**src/rtl/uart_tx_fifo_ctrl.sv**
```systemverilog
// ============================================================================
// Module  : uart_tx_fifo_ctrl
// Brief   : Byte FIFO feeding uart_tx; launches one byte per tx_done_tick.
// Revision: 1.0 - initial release
// ============================================================================
`default_nettype none

module uart_tx_fifo_ctrl #(
    parameter int DBIT   = 8,
    parameter int ADDR_W = 4
) (
    input  logic              i_clk,
    input  logic              i_reset,
    input  logic              i_wr_en,
    input  logic [DBIT-1:0]   i_wr_data,
    output logic              o_full,
    output logic              o_empty,
    output logic [ADDR_W:0]   o_count,
    output logic              o_overflow,
    output logic              o_busy,
    output logic              o_tx_start,
    output logic [DBIT-1:0]   o_tx_data,
    input  logic              i_tx_done_tick
);

    localparam int                c_DEPTH    = 1 << ADDR_W;
    localparam logic [ADDR_W:0]   c_FULL_CNT = {1'b1, {ADDR_W{1'b0}}};
    localparam logic [ADDR_W:0]   c_CNT_ONE  = (ADDR_W+1)'(1);
    localparam logic [ADDR_W-1:0] c_PTR_ONE  = ADDR_W'(1);

    localparam logic [1:0] c_IDLE  = 2'd0;
    localparam logic [1:0] c_START = 2'd1;
    localparam logic [1:0] c_WAIT  = 2'd2;

    logic [DBIT-1:0]   r_mem [c_DEPTH];
    logic [ADDR_W-1:0] r_wr_ptr;
    logic [ADDR_W-1:0] r_rd_ptr;
    logic [ADDR_W:0]   r_count;
    logic [1:0]        r_state;
    logic              r_overflow;
    logic              r_tx_start;
    logic [DBIT-1:0]   r_tx_data;

    logic w_full;
    logic w_empty;
    logic w_wr_acc;
    logic w_pop;

    // Full is taken from the registered count, so a same-cycle pop never makes room.
    assign w_full   = (r_count == c_FULL_CNT);
    assign w_empty  = (r_count == '0);
    assign w_wr_acc = i_wr_en && !w_full;
    assign w_pop    = (r_state == c_IDLE) && !w_empty;

    always_ff @(posedge i_clk) begin
        if (w_wr_acc) begin
            r_mem[r_wr_ptr] <= i_wr_data;
        end
    end

    always_ff @(posedge i_clk) begin
        if (!i_reset) begin
            r_wr_ptr   <= '0;
            r_rd_ptr   <= '0;
            r_count    <= '0;
            r_overflow <= 1'b0;
        end else begin
            r_overflow <= i_wr_en && w_full;
            if (w_wr_acc) begin
                r_wr_ptr <= r_wr_ptr + c_PTR_ONE;
            end
            if (w_pop) begin
                r_rd_ptr <= r_rd_ptr + c_PTR_ONE;
            end
            case ({w_wr_acc, w_pop})
                2'b10:   r_count <= r_count + c_CNT_ONE;
                2'b01:   r_count <= r_count - c_CNT_ONE;
                default: r_count <= r_count;
            endcase
        end
    end

    // Launch sequencer: tx_data stays put from launch until the next pop.
    always_ff @(posedge i_clk) begin
        if (!i_reset) begin
            r_state    <= c_IDLE;
            r_tx_start <= 1'b0;
            r_tx_data  <= '0;
        end else begin
            case (r_state)
                c_IDLE: begin
                    if (w_pop) begin
                        r_tx_data  <= r_mem[r_rd_ptr];
                        r_tx_start <= 1'b1;
                        r_state    <= c_START;
                    end else begin
                        r_tx_start <= 1'b0;
                    end
                end
                c_START: begin
                    r_tx_start <= 1'b0;
                    r_state    <= c_WAIT;
                end
                c_WAIT: begin
                    r_tx_start <= 1'b0;
                    if (i_tx_done_tick) begin
                        r_state <= c_IDLE;
                    end
                end
                default: begin
                    r_tx_start <= 1'b0;
                    r_state    <= c_IDLE;
                end
            endcase
        end
    end

    assign o_full     = w_full;
    assign o_empty    = w_empty;
    assign o_count    = r_count;
    assign o_overflow = r_overflow;
    assign o_busy     = (r_state == c_START) || (r_state == c_WAIT);
    assign o_tx_start = r_tx_start;
    assign o_tx_data  = r_tx_data;

endmodule

`default_nettype wire
```
**config.mk**
```make
export PLATFORM = sky130hd
export DESIGN_NAME = uart_tx_fifo_ctrl
export DESIGN_NICKNAME = d
export VERILOG_FILES = /design/src/rtl/uart_tx_fifo_ctrl.sv
export SDC_FILE = /design/constraint.sdc
export NUM_CORES = 1
export LEC_CHECK = 0
export ABC_AREA = 1
export CAP_MARGIN = 40
export CORE_ASPECT_RATIO = 0.8
export CORE_UTILIZATION = 50
export DETAILED_ROUTE_END_ITERATION = 10
export PLACE_DENSITY_LB_ADDON = 0.12
export REMOVE_ABC_BUFFERS = 1
export SETUP_SLACK_MARGIN = 0.02
export SYNTH_ARGS = -nofsm -noshare
export SYNTH_HDL_FRONTEND = slang
export SYNTH_SLANG_ARGS = --single-unit
```
**constraint.sdc**
```tcl
create_clock -name i_clk -period 7 [get_ports i_clk]
set_clock_uncertainty 0.1 [all_clocks]
set_input_delay 1.05 -clock i_clk [delete_from_list [all_inputs] [get_ports i_clk]]
set_output_delay 1.05 -clock i_clk [all_outputs]
set_load 0.02 [all_outputs]
```
==> results by group <==
Status
  • Outcome: completed

Placed design
  • Global placer's final weighted congestion: slightly below 0.9
  • DP HPWL: roughly 9800 um
  • Port-buffer cells: 29
  • Dpl cell area: between 7000 and 8000 sq um
  • Post-Place Setup Slack: around 3900 ps

STA
  • Min Tclk post-route: ~3000 ps
  • Worst slew pin tran: around 950 ps
  • Setup ws final: approximately 4000 ps
  • Slew margin rel.: between 30% and 40%
  • Max-slew violations: 0
  • Setup tns final: 0 ps
  • RSZ-0062 raised after global routing: no
  • Hold Violations, Final: 0
  • Tcrit/Tclk final: between 40% and 50%
  • # setup viols final: 0
  • Fmax: approximately 340 MHz

Clock tree
  • Resize count post-CTS: 0
  • CTS clk-pin slew, worst paths: 60 ps
  • Hold Buf Count CTS: 0
  • CTS tree: done
  • Clk Latency, worst-skew pair: roughly 420 ps
  • Clk buf depth: 2
  • H-tree depth: 4
  • Clock sink total: about 150
  • CTS Buf Count: 17
  • Post-CTS Setup Bufs: 0
  • Clock Root Buffer: clkbuf_16

Yosys
  • Mapped Cells: a little under 700
  • Netlist Area Pre-Place: slightly below 7000 sq um
  • Synth Area in Simple Gates: between 20 and 25%
  • Post-synthesis xor/xnor area fraction: less than 1%
  • #FFs+latches synth: 153
  • Seq/Total Area, Yosys: between 60% and 70%
  • Complex-gate fraction of the synthesized area: ~1.6%
  • Main combinational cell family by area after synthesis: simple AND/OR/NAND/NOR gates
  • Ranking of synthesized cells by area: edfxtp_1, nand2_1, dfxtp_1
  • Asr flop ratio synth: 0%
  • Synth unique cells: 23
  • Syn avg cell area: ~9.8 sq um
  • Main synth FF type: edfxtp_1
  • Post-synth EDFFs: about 130
  • Biggest area consumer among synthesized cells: edfxtp_1
  • Yosys warnings: 0
  • Synth top area share: between 50% and 60%
  • Multiplexer share of the synthesized area: 0%
  • Adder-Cell Fraction of Synth Area: 2.71%

Final layout
  • Area grow syn2layout: 14.1%
  • Most frequent cells in the layout: nand2_1, edfxtp_1, nand3_1
  • ANT cells: 0
  • Final-stage net count: around 730
  • Share of layout cells above drive strength 1: 5.84%
  • Post-Layout Inst Area: between 7000 and 8000 sq um
  • Final core utilization: a little under 60%
  • Most common cell after layout, fill and taps aside: nand2_1

Routing
  • Antenna-violating nets left: 0
  • Via count: ~4,700
  • Wire length per cell: ~17 um
  • DR pass1 iterations: 5
  • Initial DRC Count: between 400 and 500
  • Final wirelength: roughly 15,000 um
  • Vias per inst: between 5 and 6
  • # DRC: 0

Floorplanning
  • Area of the core: between 10,000 and 15,000 sq um
  • Area of the die: 13,900 sq um
  • Die Height: 106 um
  • Number of top-level pins: 30
  • Die Width: between 100 and 150 um
  • Initial core utilization: roughly half
  • Row Count: 37

Power and ir drop
  • Pwr Total: around 2800 uW
  • Sequential share of power: between 30% and 40%
  • Switching Fraction: about a third
  • Combinational share of power: 29.3%
  • Pint: between 1500 and 2000 uW
  • Lkg Pwr: 0.00322 uW
  • Pwr Density: between 300 and 400 nW/um^2
  • Clk pwr share: a little under a third
  • VDD IR max: about 0.24 mV
  • P_sw: between 900 and 1000 uW

Global route
  • GRT overflow: 0
  • Largest net degree at the start of global routing: slightly below 70
  • GRT Resource Usage Total: approximately a quarter
  • First-pass GRT wire length: around 24,000 um
  • Antenna violations before repair: 0
  • Vias in the first global route: 4,595

Run
  • Count of max-cap constraint violations: 0

Critical path
  • Crit path DAT: roughly 1800 ps
  • CP Class: register to output pin
  • Critical R2R Launch: o_count[1]
  • Worst Path Max Fanout: 5
  • Worst setup SP type: register
  • Crit path from: o_count[0]
  • Worst R2R Setup Slack: between 4000 and 5000 ps
  • Req. time, crit path: around 5900 ps
  • Worst setup EP type: output pin

Min path
  • Worst Hold Class: register to register
  • Hold Crit Start: r_wr_ptr[3]
[flip-flops by register name (all words and copies together) (netlist names)]
register / flops
r_wr_ptr: 4
r_state: 2
r_rd_ptr: 4
o_overflow: 1
o_count: 5
o_tx_start: 1
o_tx_data: 8
r_mem: 128
[final timing paths]
kind | endpoint | depth (start not counted)
setup / recovery | o_empty | 4
hold / removal | r_wr_ptr[3] | 2
setup reg to reg | o_count[3] | 11
hold reg to reg | r_wr_ptr[3] | 2
[metrics by stage]
stage | instances | hold WS [ps]
5_1_grt | 894 | 446
6_report | 894 | 419
3_5_place_dp | 862 | 407
4_1_cts | 894 | 419
3_3_place_gp | 860 | 404
2_1_floorplan | 654 | 371
[layout make-up]
type                       count  area (sq um)
clock buffer                  21           483
timing repair buffer          33           340
clock inverter                11          86.3
inverter                      94           353
tap                          175           219
sequential                   153          4350
fill                        1097          5320
multi-input combinational    407          1860
[critical path: stages (launching register included)]
cell	delay, ps
dfxtp_1	370
nor2_2	160
nand4_1	150
inv_1	110
clkdlybuf4s50_1	600
[cell usage after synthesis, types with 2 or more instances]
| cell | count |
|---|---|
| inv_1 | 90 |
| inv_2 | 2 |
| a21oi_1 | 12 |
| clkinv_1 | 2 |
| buf_4 | 9 |
| nand2_1 | 225 |
| ha_1 | 13 |
| xnor2_1 | 2 |
| nand2_2 | 2 |
| buf_2 | 14 |
| nand3_1 | 94 |
| o21ai_0 | 8 |
| buf_6 | 2 |
| nor2_1 | 41 |
| clkbuf_1 | 5 |
| edfxtp_1 | 128 |
| dfxtp_1 | 25 |
| xor2_1 | 5 |
[power groups by stage]
| stage | Clock, uW | Sequential, uW | Combinational, uW |
|---|---|---|---|
| floorplan | 0 | 1170 | 448 |
| global placement | 0 | 1100 | 772 |
| detailed placement | 0 | 1100 | 802 |
| CTS | 878 | 1080 | 805 |
| global route | 910 | 1090 | 903 |
| finish | 871 | 1080 | 809 |
[logic make-up (layout without fill, tap and decap cells)]
group,count (synthesis),in the layout
and+or+nand+nor,365,365
DFF,153,153
buffers and inverters,124,159
AOI/OAI and AO/OA,21,21
adders and majority gates,14,14
xor gates and xnor gates,7,7
[per-layer routing]
metal	GRT usage, %	wire length [um]	vias to the layer above
li1	-	-	2256
met1	32.4	7090	2278
met2	37.0	7160	179
met3	4.47	920	32
met4	9.80	304	0
met5	0	0	-
Note: power is estimated with default switching activity, not from simulation.
